### config.mk
export PLATFORM = sky130hd
export DESIGN_NAME = hazard_stall_ctl
export DESIGN_NICKNAME = d
export VERILOG_FILES = /design/src/rtl/hazard_stall_ctl.sv
export SDC_FILE = /design/constraint.sdc
export NUM_CORES = 1
export LEC_CHECK = 0
export CORE_MARGIN = 4
export CORE_UTILIZATION = 45
export DETAILED_ROUTE_END_ITERATION = 16
export PLACE_DENSITY = 0.79
export SETUP_SLACK_MARGIN = 0.05
export SLEW_MARGIN = 20
export SYNTH_ARGS = -nofsm -noshare
export SYNTH_HDL_FRONTEND = slang
export SYNTH_SLANG_ARGS = --single-unit
### constraint.sdc
create_clock -name clock -period 2.8 [get_ports clock]
set_input_delay 0.28 -clock clock [delete_from_list [all_inputs] [get_ports clock]]
set_output_delay 0.28 -clock clock [all_outputs]
set_load 0.02 [all_outputs]
### src/rtl/hazard_stall_ctl.sv
// Pipeline hazard/stall sequencer: load-use bubbles, multi-cycle MEM waits,
// taken-branch squash, and a saturating stall-cycle counter.
module hazard_stall_ctl #(
  parameter int unsigned REG_ADDR_W   = 5,
  parameter int unsigned LOAD_BUBBLES = 2,
  parameter int unsigned MEM_TIMEOUT  = 15,
  parameter int unsigned CNT_W        = 16
) (
  input  logic                  clock,
  input  logic                  reset,
  input  logic [REG_ADDR_W-1:0] id_src_a,
  input  logic [REG_ADDR_W-1:0] id_src_b,
  input  logic                  id_uses_a,
  input  logic                  id_uses_b,
  input  logic                  ex_valid,
  input  logic                  ex_is_load,
  input  logic [REG_ADDR_W-1:0] ex_dst,
  input  logic                  mem_multi,
  input  logic                  mem_ready,
  input  logic                  branch_taken,
  output logic                  pc_hold,
  output logic                  if_id_hold,
  output logic                  if_id_flush,
  output logic                  id_ex_stall,
  output logic                  id_ex_hold,
  output logic                  mem_freeze,
  output logic                  timeout_err,
  output logic [1:0]            state,
  output logic [CNT_W-1:0]      stall_cycles
);

  localparam int unsigned BCNT_W    = 4;
  localparam int unsigned TCNT_W    = 8;
  localparam int unsigned BCNT_INIT = (LOAD_BUBBLES >= 2) ? (LOAD_BUBBLES - 2) : 0;

  typedef enum logic [1:0] {
    RUN        = 2'd0,
    LOAD_STALL = 2'd1,
    MEM_WAIT   = 2'd2
  } state_t;

  state_t            cur_state, nxt_state;
  logic [BCNT_W-1:0] bcnt, bcnt_nxt;
  logic [TCNT_W-1:0] tcnt, tcnt_nxt;
  logic              terr_set;
  logic              hazard;

  // Load-use hazard; register 0 is hard-wired and never conflicts
  assign hazard = ex_valid & ex_is_load & (ex_dst != '0) &
                  ((id_uses_a & (id_src_a == ex_dst)) |
                   (id_uses_b & (id_src_b == ex_dst)));

  assign state = cur_state;

  always_ff @(posedge clock) begin
    if (reset) begin
      cur_state    <= RUN;
      bcnt         <= '0;
      tcnt         <= '0;
      timeout_err  <= 1'b0;
      stall_cycles <= '0;
    end else begin
      cur_state <= nxt_state;
      bcnt      <= bcnt_nxt;
      tcnt      <= tcnt_nxt;
      if (terr_set) timeout_err <= 1'b1;
      if (pc_hold && (stall_cycles != {CNT_W{1'b1}}))
        stall_cycles <= stall_cycles + CNT_W'(1);
    end
  end

  always_comb begin
    nxt_state   = cur_state;
    bcnt_nxt    = bcnt;
    tcnt_nxt    = tcnt;
    terr_set    = 1'b0;
    pc_hold     = 1'b0;
    if_id_hold  = 1'b0;
    if_id_flush = 1'b0;
    id_ex_stall = 1'b0;
    id_ex_hold  = 1'b0;
    mem_freeze  = 1'b0;

    if (reset) begin
      // Squash everything while reset is held
      id_ex_stall = 1'b1;
      if_id_flush = 1'b1;
      nxt_state   = RUN;
    end else begin
      unique case (cur_state)
        RUN: begin
          if (branch_taken) begin
            if_id_flush = 1'b1;
            id_ex_stall = 1'b1;
          end else if (mem_multi) begin
            pc_hold    = 1'b1;
            if_id_hold = 1'b1;
            id_ex_hold = 1'b1;
            mem_freeze = 1'b1;
            tcnt_nxt   = '0;
            nxt_state  = MEM_WAIT;
          end else if (hazard) begin
            pc_hold     = 1'b1;
            if_id_hold  = 1'b1;
            id_ex_stall = 1'b1;
            if (LOAD_BUBBLES > 1) begin
              bcnt_nxt  = BCNT_W'(BCNT_INIT);
              nxt_state = LOAD_STALL;
            end
          end
        end

        LOAD_STALL: begin
          if (branch_taken) begin
            if_id_flush = 1'b1;
            id_ex_stall = 1'b1;
            nxt_state   = RUN;
          end else begin
            pc_hold     = 1'b1;
            if_id_hold  = 1'b1;
            id_ex_stall = 1'b1;
            if (bcnt != '0) bcnt_nxt = bcnt - BCNT_W'(1);
            else            nxt_state = RUN;
          end
        end

        MEM_WAIT: begin
          // EX is frozen here, so a branch indication cannot be acted on
          if (mem_ready) begin
            nxt_state = RUN;
          end else begin
            pc_hold    = 1'b1;
            if_id_hold = 1'b1;
            id_ex_hold = 1'b1;
            mem_freeze = 1'b1;
            if (tcnt == TCNT_W'(MEM_TIMEOUT - 1)) begin
              terr_set  = 1'b1;
              nxt_state = RUN;
            end else begin
              tcnt_nxt = tcnt + TCNT_W'(1);
            end
          end
        end

        default: nxt_state = RUN;
      endcase
    end
  end

endmodule

==> metrics.md, run 1 <==
| Metric | Value |
|---|---|
| Total power density per cell area | 385 nW/um^2 |
| Ant. Diodes | 0 |
| Ys Warns | 0 |
| Rel. slew slack | 67.6% |
| IO buf count | 48 |
| Largest net degree at the start of global routing | 11 |
| Total gr overflow | 0 |
| Max_cap viols | 0 |
| Max clock buf depth | 2 |
| Worst Path Required | 2520 ps |
| Violation count after the first detailed-route iteration | 81 |
| H-tree depth | 2 |
| Fin. Hold Viols | 0 |
| Post-CTS setup buffer count | 0 |
| Remaining DRCs | 0 |
| WL/cell | 13.1 um |
| DR vias | roughly 1.7k |
| Final #Nets | 294 |
| Pwr Total | 915 uW |
| Ys async rst share | 0% |
| Initial antenna violation count | 0 |
| Num ports | 49 |
| CP Capture Type | output port |
| TritonCTS Buffers | 5 |
| Die Span Y | 70.4 um |
| Hpwl dp | 3230 um |
| Post-route setup TNS | 0 ps |
| Initial Util | 47.2% |
| Crit-path max FO | 5 |
| CTS sink cnt | 31 |
| Dominant synthesized flop cell | dfxtp_1 |
| Final setup viols | 0 |
| Die X | slightly above 70 um |
| Synth cell types | 43 |
| Finished Core Util | 64.0% |
| CP Class | in2out |
| Max-slew violations | 0 |
| Synthesized instance count | 211 |
| Leak | 0.857 nW |
| Row cnt | 22 |
| Number of enable flip-flop cells after synthesis | 0 |
| Fmax achieved | 0.424 GHz |
| Clk pin slew, worst setup/hold paths | 60 ps |
| GPL Wtd Cong | 0.826 |
| Worst path arrival time | 2080 ps |
| Tightest Hold Check Type | reg2reg |
| Status | completed |
| Crit. Startpoint | ex_dst[0] |
| RSZ-0062 raised after global routing | false |
| Area delta synth->final | 35.7% |
| Placed cell count | 307 |
| First-pass GRT wire length | ~7300 um |
| Final ANT Viol Nets | 0 |
| DR pass1 iterations | 4 |
| Avg Cell Area, Syn | 8.31 um^2 |
| Post-Layout Cell Count | 315 |
| Vias in the first global route | between 1.5k and 2k |
| Worst setup SP type | input pin |
| Cell area after synthesis | 1750 um^2 |
| Share of the yosys chip area belonging to registers | 35.4% |
| Fill cell count | 347 |
| Worst vdd ir | approximately 0.00024 V |
| Mapped Nets | 239 |
| Final hold slack | about 470 ps |
| Root Buffer | clkbuf_8 |
| Seq cells post-synth | 31 |
| WL final | between 4000 and 5000 um |
| Hold path startpoint | bcnt[1] |
| Die area | 4960 um^2 |
| Worst-Skew Late Latency | 280 ps |
| Minimum clock period | 2360 ps |
| Flop-to-flop setup slack | between 600 and 700 ps |
| DR vias/cell | 5.35 |
| GRT Util Overall | 17.8% |
| Share of layout cells above drive strength 1 | 7.49% |
| Launch point of the worst reg-to-reg path | stall_cycles[0] |
| Final Skew | 5.69 ps |
| Period utilization | between 80% and 90% |
| Core Footprint | around 3700 um^2 |
| TritonCTS clock tree | yes |
| Slew of the pin with the lowest slew margin | 484 ps |
## placed cells by master (no fill, tap or decap), types with 4 or more instances in the layout
cell / n
nand3_1: 9
xnor2_1: 13
and3_1: 7
nor2_1: 21
inv_1: 7
o21ai_0: 9
o21ai_1: 6
dfxtp_1: 31
clkdlybuf4s50_1: 45
and2_1: 5
nor3_1: 6
buf_4: 9
clkbuf_8: 5
xor2_1: 4
a21oi_1: 18
or3_1: 13
nand4_1: 9
nand2_1: 12
ha_1: 4
## synth_stat cells (all sizes together) (5+ instances only)
master / instances / area share [%]
a21oi: 18 / 5.1
and2: 5 / 1.8
and3: 7 / 2.5
buf: 7 / 3.6
dfxtp: 31 / 35
inv: 7 / 1.5
nand2: 12 / 2.6
nand3: 9 / 2.6
nand4: 9 / 3.2
nor2: 21 / 4.5
nor3: 6 / 1.7
o21ai: 15 / 4.3
or3: 13 / 4.6
xnor2: 13 / 6.5
## worst max-delay path: stages
cell             delay, ps
clkdlybuf4s50_1        470
or3_1                  420
o311a_4                350
a311oi_1               250
o21ai_0                 90
dlymetal6s2s_1         220
## layer usage
metal / share of wire (%) / track usage [%] / vias up
li1: - / - / 872
met1: 47 / 21.8 / 765
met2: 47 / 29.8 / 41
met3: 5.2 / 4.46 / 7
met4: 1.2 / 6.38 / 0
met5: 0 / 0 / -
## sequential cells by signal, summed over array words and instances, names as in the netlist
| signal | flops |
|---|---|
| stall_cycles | 16 |
| tcnt | 8 |
| bcnt | 4 |
| state | 2 |
| timeout_err | 1 |
## layout make-up
| class | count | area (um^2) | share of cell area (%) |
|---|---|---|---|
| multi-input combinational | 164 | 1030 | 43.5 |
| inverter | 7 | 26.3 | 1.10 |
| sequential | 31 | 621 | 26.1 |
| clock buffer | 7 | 76.3 | 3.21 |
| timing repair buffer | 57 | 556 | 23.4 |
| tap | 48 | 60.1 | 2.52 |
| clock inverter | 1 | 5.00 | 0.210 |
## timing repair
action                                  CTS  global route
gates resized for setup                   0             3
endpoints found under the hold margin     0             0
endpoints found under the setup margin    0             3
hold buffers                              0             0
## cells by family (layout without fill, tap and decap cells)
| family | Yosys count | after routing | share of synthesized area, % |
|---|---|---|---|
| DFF | 31 | 31 | 35.4 |
| buffers and inverters | 16 | 72 | 5.57 |
| and+or+nand+nor | 90 | 90 | 26.6 |
| AOI/OAI and AO/OA | 51 | 51 | 19.9 |
| adders and majority gates | 4 | 4 | 2.86 |
| xor gates and xnor gates | 17 | 17 | 8.49 |
| muxes | 2 | 2 | 1.14 |
## where the power goes
part	total (mW)	internal, mW	leakage [nW]	switching (mW)
combinational	0.134	0.0734	0.565	0.0605
clock	0.332	0.174	0.0422	0.158
sequential	0.449	0.444	0.250	0.00511
total	0.915	0.691	0.857	0.223
## final timing paths
path | cells after the start | end
setup / recovery | 6 | id_ex_stall
hold / removal | 2 | bcnt[1]
setup reg to reg | 8 | stall_cycles[15]
hold reg to reg | 2 | bcnt[1]
## stage by stage
stage / worst slack [ps] / instance area (um^2)
2_1_floorplan: 670 / 1750
3_3_place_gp: 128 / 2290
3_5_place_dp: 90.6 / 2290
4_1_cts: 82.0 / 2370
5_1_grt: 345 / 2380
6_report: 441 / 2380
Power figures use the tool's default switching activity.
==> run 2: changes to the inputs <==
- clock period: 2.8 -> 2.5 ns (I/O delays scaled with it)
==> run 2 against run 1 <==
Compared with the run above:
- clock skew is essentially flat
- power grew 15%
- first-iteration DRC count shrank 8.6%
- hold slack lost 4.0 ps
- critical path depth grew 1
- via count grew 3.5%
- flip-flop and latch count is the same
- cell count grew 0.95%
- critical path type unchanged
- sequential share of layout area shrank 0.37 points
- sequential power grew 12%
==> metrics.md, run 2 (same netlist as run 1, synthesis figures left out) <==
| Metric | Value |
|---|---|
| Clk pin slew, worst setup/hold paths | roughly 60 ps |
| Status | completed |
| GRT Util Overall | 17.4% |
| Max clock buf depth | 2 |
| Post-CTS setup buffer count | 0 |
| Number of flip-flops in the largest register | 16 |
| Post-cts hold buffer count | 0 |
| CP bufs+invs | 3 |
| Biggest regs | stall_cycles: 16 flops, tcnt: 8 flops, bcnt: 4 flops |
| Die Span Y | 70.4 um |
| Max_cap viols | 0 |
| Sw Ratio | 24.4% |
| WHS Path Cells | 2 |
| WL/cell | 13.1 um |
| Period utilization | 93.0% |
| Core Footprint | about 3700 um^2 |
| Slowest stage delay, CP | 470 ps |
| Final setup viols | 0 |
| Int Pwr | 797 uW |
| Comb power frac | 14.6% |
| Register Area | 621 um^2 |
| Share of layout cells above drive strength 1 | 9.63% |
| Remaining DRCs | 0 |
| RSZ-0062 raised after global routing | false |
| # resized after CTS | 3 |
| Violation count after the first detailed-route iteration | 74 |
| CTS sink cnt | 31 |
| Row cnt | 22 |
| IO buf count | 48 |
| Crit-path max FO | 4 |
| First-pass GRT wire length | 7070 um |
| Final #Nets | 298 |
| Area delta synth->final | 37.6% |
| Sequential Power Share | 47.7% |
| Root Buffer | clkbuf_8 |
| CP Capture Type | output port |
| CP Class | in2out |
| Max-slew violations | 0 |
| Total power density per cell area | 437 nW/um^2 |
| TritonCTS Buffers | 5 |
| Reg with most FFs | stall_cycles |
| Clock power share | a little under two fifths |
| Critical path's top delay family | buffers and inverters |
| DR vias | 1744 |
| Flop-to-flop setup slack | 290 ps |
| Area of the multi-input gates | 1030 um^2 |
| Design area | 2410 um^2 |
| Post-route setup TNS | 0 ps |
| Worst Reg-to-Reg Cells | 7 |
| Minimum clock period | about 2300 ps |
| Die X | 70.4 um |
| Worst Path Required | 2250 ps |
| Hpwl dp | ~3200 um |
| Leak | roughly 0.86 nW |
| Critical-path top delay cell | clkdlybuf4s50_1 |
| Dpl cell area | 2330 um^2 |
| Hold path startpoint | timeout_err |
| Final ANT Viol Nets | 0 |
| Largest net degree at the start of global routing | 29 |
| Slew of the pin with the lowest slew margin | 507 ps |
| Initial Util | 47.2% |
| Critical path cell sequence | clkdlybuf4s50_1 -> or3_1 -> o311a_4 -> buf_4 -> nand3_1 -> o21ai_1 -> dlygate4sd2_1 |
| Vias in the first global route | ~1.6k |
| Launch point of the worst reg-to-reg path | state[0] |
| Final Skew | around 5.5 ps |
| Worst path arrival time | 2080 ps |
| Total gr overflow | 0 |
| Initial antenna violation count | 0 |
| Most frequent cells in the layout | clkdlybuf4s50_1, dfxtp_1, nor2_1, a21oi_1 |
| Die area | 4960 um^2 |
| Hold Path Sink | timeout_err |
| Worst vdd ir | 0.000385 V |
| Worst-Skew Late Latency | 280 ps |
| Rel. slew slack | 65.9% |
| DR vias/cell | 5.48 |
| Num ports | 49 |
| TritonCTS clock tree | yes |
| DR pass1 iterations | 4 |
| Fill cell count | 309 |
| WL final | ~4200 um |
| Fin. Hold Viols | 0 |
| Switching Power | about 260 uW |
| Ant. Diodes | 0 |
| GPL Wtd Cong | 0.814 |
| Worst setup SP type | input pin |
| H-tree depth | 2 |
| Tightest Hold Check Type | reg2reg |
| Worst r2r dst | stall_cycles[9] |
| Fmax achieved | approximately 0.43 GHz |
| Commonest non-fill, non-tap cell in the layout | clkdlybuf4s50_1 |
[run 2: area by class of cell]
cell class                 count  area share (%)
clock inverter                 1           0.207
sequential                    31            25.7
multi-input combinational    164            42.9
inverter                       7            1.09
timing repair buffer          61            24.2
tap                           48            2.49
clock buffer                   6            3.42
[run 2: layer usage]
layer  global-route usage (%)  wire length (um)
met4                     6.60                70
met1                     21.5              1960
met2                     27.7              1890
met5                        0                 0
met3                     5.76               249
[run 2: worst min-delay path, cell delays in order (launching register included)]
cell	delay, ps
dfxtp_1	320
a31oi_1	40
nor2_1	70
[run 2: metrics by stage]
step / total power, mW / hold WS, ps / utilization (%) / setup slack [ps] / std cells
after floorplan: 0.591 / 445 / - / 370 / 211
after global placement: 0.668 / 458 / 62.8 / -91.3 / 311
after detailed placement: 0.670 / 465 / 62.8 / -149 / 311
after CTS: 1.07 / 475 / 65.0 / 66.0 / 318
after global routing: 1.10 / 490 / 64.9 / 75.7 / 318
final: 1.05 / 469 / 64.9 / 174 / 318
[run 2: worst max-delay path by stage]
stage	startpoint	end	slack, ps	depth (start not counted)
3_5_place_dp	ex_dst[0]	id_ex_stall	-150	6
3_3_place_gp	ex_dst[0]	id_ex_stall	-90	6
5_1_grt	ex_dst[1]	if_id_hold	80	8
4_1_cts	ex_dst[0]	id_ex_stall	70	6
6_report	ex_dst[0]	pc_hold	170	7
2_1_floorplan	stall_cycles[0]	stall_cycles[1]	370	9
[run 2: power groups by stage]
stage	registers, mW	clock network [mW]	logic, mW
finish	0.503	0.397	0.154
global route	0.503	0.428	0.165
CTS	0.503	0.408	0.155
detailed placement	0.514	0	0.157
global placement	0.514	0	0.154
floorplan	0.515	0	0.0768
==> run 3: changes to the inputs <==
- REMOVE_ABC_BUFFERS: unset -> 1
==> run 3 against run 2 <==
Compared with the run above:
- clock skew rose by 3.6 ps
- combinational power barely moved
- highest routed layer unchanged
- die area did not move
- first-iteration DRC count rose by 15%
- count of clock-buffer cells in the layout did not move
- cell count rose by 0.94%
- non-clock buffer count rose by 2
- design area rose by 1.6%
- critical endpoint is now if_id_hold
- clock power rose by 27%
- wire length rose by 3.4%
==> metrics.md, run 3 (same netlist as run 1, synthesis figures left out) <==
| Metric | Value |
|---|---|
| WL final | 4310 um |
| Final setup viols | 0 |
| Hold Path Sink | timeout_err |
| Register Area | about 620 um^2 |
| Worst Path Required | roughly 2300 ps |
| Minimum clock period | 2320 ps |
| Final Skew | 9.15 ps |
| Initial Util | 47.2% |
| Status | completed |
| Period utilization | 92.9% |
| Die area | 4960 um^2 |
| Hpwl dp | 3370 um |
| Row cnt | 22 |
| Die X | about 70 um |
| CP Class | in2out |
| DR vias/cell | 5.32 |
| Hold path startpoint | timeout_err |
| Launch point of the worst reg-to-reg path | stall_cycles[0] |
| Violation count after the first detailed-route iteration | 85 |
| Flop-to-flop setup slack | 370 ps |
| Fin. Hold Viols | 0 |
| Fill cell count | about 320 |
| Max_cap viols | 0 |
| Fmax achieved | 0.431 GHz |
| Critical-path top delay cell | clkdlybuf4s50_1 |
| Slew of the pin with the lowest slew margin | 358 ps |
| Slowest stage delay, CP | 470 ps |
| H-tree depth | 2 |
| WL/cell | 13.4 um |
| Final #Nets | 300 |
| Largest net degree at the start of global routing | 17 |
| Max clock buf depth | 2 |
| Num ports | 49 |
| Rel. slew slack | between 70 and 80% |
| Final ANT Viol Nets | 0 |
| Remaining DRCs | 0 |
| Vias in the first global route | between 1.5k and 2k |
| Post-route setup TNS | 0 ps |
| WHS Path Cells | 2 |
| DR pass1 iterations | 5 |
| GRT Util Overall | 18.6% |
| Tightest Hold Check Type | reg2reg |
| Clk pin slew, worst setup/hold paths | 70 ps |
| TritonCTS Buffers | 5 |
| Share of layout cells above drive strength 1 | 11.0% |
| Initial antenna violation count | 0 |
| Pwr Total | 1.16 mW |
| Commonest non-fill, non-tap cell in the layout | clkdlybuf4s50_1 |
| GPL Wtd Cong | 0.902 |
| RSZ-0062 raised after global routing | false |
| IO buf count | 48 |
| Total power density per cell area | around 470 nW/um^2 |
| Crit-path max FO | 3 |
| Max-slew violations | 0 |
| Number of flip-flops in the largest register | 16 |
| Total gr overflow | 0 |
| Area of the multi-input gates | around 1000 um^2 |
| Area delta synth->final | 39.8% |
| Biggest regs | stall_cycles: 16 flops, tcnt: 8 flops, bcnt: 4 flops |
| Reg with most FFs | stall_cycles |
| Worst-Skew Late Latency | 280 ps |
| CP Capture Type | output port |
| DR vias | 1709 |
| Ant. Diodes | 0 |
| Worst r2r dst | stall_cycles[0] |
| Critical path cell sequence | clkdlybuf4s50_1 -> or3_1 -> o311a_4 -> buf_4 -> nand3_1 -> o21ai_0 -> dlygate4sd2_1 |
| TritonCTS clock tree | yes |
| Root Buffer | clkbuf_8 |
| Leak | 0.878 nW |
| Worst path arrival time | 2070 ps |
| Worst Reg-to-Reg Cells | 8 |
| Worst setup SP type | input pin |
| CTS sink cnt | 31 |
| Die Span Y | 70.4 um |
| Core Footprint | 3720 um^2 |
| First-pass GRT wire length | 7530 um |
| Post-CTS setup buffer count | 0 |
| Worst vdd ir | 0.000457 V |
| Most frequent cells in the layout | clkdlybuf4s50_1, dfxtp_1, nor2_1, a21oi_1, buf_4 |
run 3: worst max-delay path by stage:
stage                           end  slack [ps]  startpoint
global route             id_ex_hold          70   mem_multi
finish                   if_id_hold         180   ex_dst[1]
detailed placement      id_ex_stall        -130   ex_dst[1]
CTS                     id_ex_stall          90   ex_dst[1]
global placement        id_ex_stall         -40   ex_dst[1]
floorplan           stall_cycles[9]         400    state[0]
run 3: per-stage QoR:
step           instance area [um^2]  instances  hold slack [ps]  setup WS, ps  util [%]
3_3_place_gp                   2330        313              451         -44.3      62.8
5_1_grt                        2450        321              516          73.7      66.0
6_report                       2450        321              472           177      66.0
3_5_place_dp                   2330        313              464          -128      62.8
4_1_cts                        2450        321              480          91.5      65.9
2_1_floorplan                  1680        202              319           395         -
run 3: critical path: cells and delay by family:
| kind | cells | cell delay [ps] |
|---|---|---|
| buffers and inverters | 3 | 950 |
| AND/OR/NAND/NOR | 2 | 460 |
| AO/OA/AOI/OAI | 2 | 410 |
run 3: timing repair:
item	4_1_cts	5_1_grt
gates resized for setup	3	4
hold buffers	0	0
setup endpoints to repair	3	1
run 3: cell type report:
type / instances / share of cell area [%]
Multi-Input combinational cell: 164 / 42.5
Sequential cell: 31 / 25.3
Timing Repair Buffer: 63 / 23.9
Clock buffer: 6 / 3.37
Tap cell: 48 / 2.45
Clock inverter: 2 / 1.43
Inverter: 7 / 1.07
run 3: layer usage:
layer	wire, um	global-route usage [%]
met1	2040	24.4
met2	2090	29.3
met3	110	5.61
met4	68	5.32
met5	0	0
run 3: where the power goes:
group / switching (mW) / leakage, nW / internal (mW)
clock network: 0.182 / 0.0612 / 0.322
logic: 0.0716 / 0.567 / 0.0847
registers: 0.00567 / 0.250 / 0.497
